===== src/rtl/hazard_fwd_unit.sv =====
// hazard_fwd_unit: MIPS decode/execute forwarding selects, load-use/branch stalls and divide sequencer
module hazard_fwd_unit #(
  parameter int DIV_CYCLES = 32,
  parameter int RA_W = 5
) (
  input  logic            clk,
  input  logic            rst,
  input  logic [RA_W-1:0] rsD,
  input  logic [RA_W-1:0] rtD,
  input  logic            branchD,
  input  logic            jrD,
  input  logic [RA_W-1:0] rsE,
  input  logic [RA_W-1:0] rtE,
  input  logic [RA_W-1:0] writeregE,
  input  logic            regwriteE,
  input  logic            memtoregE,
  input  logic [RA_W-1:0] writeregM,
  input  logic            regwriteM,
  input  logic            memtoregM,
  input  logic [RA_W-1:0] writeregW,
  input  logic            regwriteW,
  input  logic            div_startE,
  output logic [1:0]      forwardaD,
  output logic [1:0]      forwardbD,
  output logic [1:0]      forwardaE,
  output logic [1:0]      forwardbE,
  output logic            stallF,
  output logic            stallD,
  output logic            stallE,
  output logic            flushE,
  output logic            flushM,
  output logic            div_go,
  output logic            div_busy,
  output logic            div_done
);
  localparam int CW = $clog2(DIV_CYCLES);
  typedef enum logic [1:0] {IDLE, BUSY, DONE} state_t;
  state_t state;
  logic [CW-1:0] cnt;
  logic lwstall, brstall, divstall, stall;
  function automatic logic hit(input logic we, input logic [RA_W-1:0] dst, input logic [RA_W-1:0] src);
    return we && dst != '0 && dst == src;
  endfunction
  always_comb begin
    forwardaD = hit(regwriteM, writeregM, rsD) ? 2'b01 : hit(regwriteW, writeregW, rsD) ? 2'b10 : 2'b00;
    forwardbD = hit(regwriteM, writeregM, rtD) ? 2'b01 : hit(regwriteW, writeregW, rtD) ? 2'b10 : 2'b00;
    forwardaE = hit(regwriteM, writeregM, rsE) ? 2'b10 : hit(regwriteW, writeregW, rsE) ? 2'b01 : 2'b00;
    forwardbE = hit(regwriteM, writeregM, rtE) ? 2'b10 : hit(regwriteW, writeregW, rtE) ? 2'b01 : 2'b00;
    lwstall = hit(memtoregE && regwriteE, writeregE, rsD) || hit(memtoregE && regwriteE, writeregE, rtD);
    brstall = (branchD || jrD) && (hit(regwriteE, writeregE, rsD) || hit(regwriteE, writeregE, rtD)
              || hit(memtoregM, writeregM, rsD) || hit(memtoregM, writeregM, rtD));
    div_go = state == IDLE && div_startE;
    divstall = div_go || state == BUSY;
    stall = lwstall || brstall || divstall;
    stallF = stall;
    stallD = stall;
    stallE = divstall;
    flushM = divstall;
    flushE = (lwstall || brstall) && !divstall;
  end
  always_ff @(posedge clk) begin
    if (rst) begin
      state <= IDLE;
      cnt <= '0;
      div_busy <= 1'b0;
      div_done <= 1'b0;
    end else begin
      div_done <= 1'b0;
      if (state == IDLE && div_startE) begin
        state <= BUSY;
        cnt <= CW'(DIV_CYCLES - 1);
        div_busy <= 1'b1;
      end else if (state == BUSY) begin
        cnt <= cnt - CW'(1);
        if (cnt == '0) begin
          state <= DONE;
          div_busy <= 1'b0;
          div_done <= 1'b1;
        end
      end else if (state == DONE) begin
        state <= IDLE;
      end
    end
  end
endmodule


===== config.mk =====
export PLATFORM = sky130hd
export DESIGN_NAME = hazard_fwd_unit
export DESIGN_NICKNAME = d
export VERILOG_FILES = /design/src/rtl/hazard_fwd_unit.sv
export SDC_FILE = /design/constraint.sdc
export NUM_CORES = 1
export LEC_CHECK = 0
export CAP_MARGIN = 30
export CORE_UTILIZATION = 40
export DETAILED_ROUTE_END_ITERATION = 16
export PLACE_DENSITY = 0.81
export RECOVER_POWER = 50
export REMOVE_ABC_BUFFERS = 1
export SYNTH_ARGS = -nofsm -noshare
export SYNTH_HDL_FRONTEND = slang
export SYNTH_SLANG_ARGS = --single-unit

===== constraint.sdc =====
create_clock -name clk -period 1.4 [get_ports clk]
set_input_delay 0.14 -clock clk [delete_from_list [all_inputs] [get_ports clk]]
set_output_delay 0.14 -clock clk [all_outputs]
set_load 0.01 [all_outputs]

Word level (Yosys, flattened, before mapping)

Cells that the tools add are included.

Register bits after elaboration: 9
Bits of input ports: 45
Output and inout port bits: 16
Word-level logic and storage cells: 85

Add/subtract/negate cells: 1
Eq/ne operators: 14
Multiplexer cells: 18
Bitwise gates (word level): 1
Reduce and logical (&&, ||, !) cells: 46

Operator list:

| kind                                                                     | count |
|---|---|
| 5-bit equality test                                                      | 10 |
| 1-bit logical AND                                                        | 23 |
| 2-bit 2-to-1 mux                                                         | 9 |
| 5-bit nonzero test                                                       | 3 |
| 5-bit 2-to-1 mux                                                         | 2 |
| 1-bit logical OR                                                         | 8 |
| 1-bit 2-to-1 mux                                                         | 7 |
| 2-bit AND reduction                                                      | 3 |
| 2-bit nonzero test                                                       | 3 |
| 5-bit logical NOT                                                        | 1 |
| 5-bit by 1-bit subtractor with 5-bit output (second input constant)      | 1 |
| 3-bit by 2-bit inequality test with 1-bit output (second input constant) | 1 |
| 3-bit nonzero test                                                       | 1 |
| 3-bit OR reduction                                                       | 1 |
| 2-bit by 1-bit equality test with 1-bit output (second input constant)   | 1 |
| 2-bit equality test (second input constant)                              | 1 |
| 2-bit logical NOT                                                        | 1 |
| 2-bit by 1-bit inequality test with 1-bit output (second input constant) | 1 |
| 2-bit OR reduction                                                       | 1 |
| 1-bit logical NOT                                                        | 1 |
| 1-bit inverter                                                           | 1 |

Depth between registers and ports, before layout

Depth in word-level cells: 9
Gate-level depth with buffers: 7
Depth with buffers taken out: 6

Worst setup path before layout

No wires, ideal clock.

Kind: input -> output
From: input writeregM[0]
To: output forwardaE[0]
Arrival: 1.247 ns
Path slack: 0.013 ns
Cell stages on the path: 6
Path buffers: 1
Cell sequence: buf_2 > nor3_1 > nand2_1 > nand2_1 > nor4_1 > nor4_2

Cells in the longest elaborated chain, start to end: 4
Elaborated cells between the ends (all ways): 5

Ends and longest elaborated chain:

| element             | RTL line | source |
|---|---|---|
| from (decl)         | 17       | `input logic [RA_W-1:0] writeregM,` |
| 5-bit nonzero test  | 42       | `return we && dst != '0 && dst == src;` |
| 1-bit logical AND   | 42       |  |
| 1-bit logical AND * | 42       |  |
| 2-bit 2-to-1 mux *  | 47       | `forwardaE = hit(regwriteM, writeregM, rsE) ? 2'b10 : hit(regwriteW, writeregW, rsE) ? 2'b01 : 2'b00;` |
| to (decl)           | 25       | `output logic [1:0] forwardaE,` |

Every way passes the cells marked *; elsewhere a longest branch is shown, timed or not.

Worst setup path after layout

From: input writeregW[2]
To: output forwardbD[1]

Cells in the longest elaborated chain, start to end: 5
Elaborated cells between the ends (all ways): 6

Ends and longest elaborated chain:

| element                         | RTL line | source |
|---|---|---|
| from (decl)                     | 20       | `input logic [RA_W-1:0] writeregW,` |
| 5-bit nonzero test              | 42       |  |
| 1-bit logical AND               | 42       |  |
| 1-bit logical AND *             | 42       |  |
| 2-bit 2-to-1 mux * (2 in a row) | 46       | `forwardbD = hit(regwriteM, writeregM, rtD) ? 2'b01 : hit(regwriteW, writeregW, rtD) ? 2'b10 : 2'b00;` |
| to (decl)                       | 24       | `output logic [1:0] forwardbD,` |

Marks and branches as above.

==> flow_metrics.tcl <==
set metrics [dict create \
    initial_utilization_pct 42.2 \
    drt_pass1_iterations 4 \
    setup_viol 7 \
    power_density_nw_per_um2 543 \
    place_area_sq_um 1940 \
    die_y_microns 55.7 \
    numCtsBuffers 3 \
    drc_errors 0 \
    p_clk_share_pct 17.5 \
    area_growth_pct 86.5 \
    crit_type "input port to output pin" \
    outcome "finished with violations" \
    ys_seq_area_share_pct 15.6 \
    final_nets 280 \
    synth_edf_count 0 \
    finalHoldViolations 0 \
    drt-initial-drc-count 53 \
    yosysWarnings 0 \
    via_count 1430 \
    p_switching_mw 0.437 \
    rows 19 \
    drive_gt1_share_pct 50.0 \
    postSynth.asyncResetShare_pct 0 \
    holdCritPathClass "flip-flop to flip-flop" \
    grt_pass1_vias 1495 \
    antenna_found_initial 0 \
    clock_path_buffers 2 \
    fp.dieArea_sq_um 3100 \
    ios 61 \
    cts_sinks 9 \
    yosys.area.top_type "xor2_1" \
    antenna_cells 0 \
    design_area_sq_um 2150 \
    final_antenna_net_count 0 \
    rsz0062_at_grt "true" \
    synth_top_flop_cell "dfxtp_1" \
    synth.area.top_cells "xor2_1 26%, dfxtp_1 16%, xnor2_1 14%, nor4_2 4.3%, buf_4 3.3%" \
    max-cap-violations 0 \
    port_buffers 60 \
    tightest_slew_ps 316 \
    worst_slack_ps -185 \
    root_buffer "clkbuf_4" \
    cts_tree "yes" \
    syn_area_sq_um 1150 \
    wire_per_inst_microns 18.4 \
    fin_worst_skew_ps 3.70 \
    critPathArrivalTime_ps 1450 \
    leakagePower_nw 0.970 \
    path_cells "clkbuf_2, buf_4, xor2_1, or4_4, nor4_4, buf_2" \
    ys_types 27 \
    fp.dieW_microns 55.7 \
    dpl_worst_slack_ps -1040 \
    core_area_sq_um 2730 \
    track_usage_pct 29.7 \
    max_stage_delay_ps 560 \
    overflow 0 \
    place_hpwl_mm 3.44 \
    worst_setup_path_start_kind "input port" \
    end_kind "output pin" \
    fin_crit_sh_pct 113 \
    required_ps 1260 \
    clkTransAtPathRegs_ps 60 \
    vdd_ir_drop_max_mv 0.653 \
    cp_slowest_cell "or4_4" \
    seqPwrFrac_pct 26.1 \
    period_needed_ps 1590 \
    relSlewSlack_pct 78.9 \
    internal_power_mw 0.731 \
    avgSynthCellArea_sq_um 8.00 \
    grt_start_max_net_pins 10 \
    ys_seq_elements 9 \
    max_clock_freq_mhz 631 \
    htree_levels 1 \
    clk_latency_ps 270 \
    routed_wl_mm 4.83 \
    swShare_pct 37.4 \
    slew_viol_final 0 \
    syn_inst 144 \
    violations "negative setup slack" \
    yosysMostFrequentCell "xor2_1" \
    total_power_mw 1.17 \
    synth_top_area_share_pct 25.8 \
    place_congestion 0.991 \
    pwr-share-comb_pct 56.5 \
    grt_pass1_wl_mm 7.17 \
    avgViaCountPerCell 5.44 \
    crit_fanout 4 \
    synth_commonest_cells "34 x xor2_1, 18 x xnor2_1, 9 x dfxtp_1, 9 x nor2_1" \
]
[power by group through the flow]
stage | Sequential, mW | Combinational, mW | Clock (mW)
2_1_floorplan | 0.307 | 0.228 | 0
3_3_place_gp | 0.306 | 0.564 | 0
3_5_place_dp | 0.309 | 0.585 | 0
4_1_cts | 0.304 | 0.584 | 0.207
5_1_grt | 0.308 | 0.700 | 0.221
6_report | 0.304 | 0.659 | 0.204
[path summary, 6_finish.rpt]
kind	slack (ps)	start	endpoint	cells past startpoint
max	-190	writeregW[2]	forwardbD[1]	6
min	460	div_busy	div_busy	2
max reg2reg	30	state[1]	cnt[4]	6
min reg2reg	460	div_busy	div_busy	2
[placed cells by master (no fill, tap or decap), types with 3 or more instances in the layout]
| cell type | n |
|---|---|
| xnor2_2 | 8 |
| clkdlybuf4s15_2 | 4 |
| buf_6 | 10 |
| buf_8 | 3 |
| dlygate4sd2_1 | 9 |
| nor4_2 | 4 |
| clkbuf_2 | 5 |
| nand3_1 | 6 |
| nand2_1 | 3 |
| xor2_1 | 30 |
| inv_1 | 3 |
| nand3b_1 | 3 |
| clkbuf_1 | 3 |
| buf_2 | 22 |
| dlymetal6s2s_1 | 3 |
| xor2_2 | 3 |
| clkdlybuf4s15_1 | 3 |
| a21oi_1 | 7 |
| clkdlybuf4s50_1 | 6 |
| nor3_2 | 3 |
| buf_4 | 29 |
| nor2_1 | 7 |
| clkbuf_4 | 3 |
| or4_4 | 5 |
| xnor2_1 | 10 |
| dfxtp_1 | 9 |
| a211oi_1 | 3 |
[stage by stage]
step	setup TNS (ps)	util, %	std cells	hold slack, ps
floorplan	0	-	131	209
global placement	-10330	71.1	254	446
detailed placement	-11260	71.1	254	451
CTS	-794	73.1	263	464
global route	-1470	78.6	263	500
finish	-1010	78.6	263	461
[logic make-up after synthesis]
group,after synthesis,synth area share [%]
xor gates and xnor gates,52,39.5
and+or+nand+nor,48,25.4
AOI/OAI and AO/OA,17,8.58
DFF,9,15.6
buffers and inverters,16,8.69
adders and majority gates,2,2.17
[layer usage]
metal	vias up	track usage [%]	wire length [microns]
li1	653	-	-
met3	16	4.19	311
met1	682	34.0	1860
met2	79	53.9	2550
met5	-	0	0
met4	0	13.9	110
[repair_timing]
action,in CTS,in global routing
setup buffers,5,0
hold buffers,0,0
endpoints found under the setup margin,14,14
resized for setup,171,63
pin swaps,19,24
[worst max-delay path, delay by kind of cell]
kind / cells / cell delay (ps)
xor gates and xnor gates: 1 / 170
buffers and inverters: 3 / 430
and+or+nand+nor: 2 / 700
[state kept, by name, summed over array words and instances, names as in the netlist]
| register | cells |
|---|---|
| cnt | 5 |
| div_done | 1 |
| div_busy | 1 |
| state | 2 |
[area by class of cell]
class	count	area (sq um)
well taps	31	38.8
clock buffers	4	26.3
multi-input cells	119	1110
fillers	176	584
repair buffers	97	779
flip-flops and latches	9	180
inverters	3	11.3
Power figures use the tool's default switching activity.
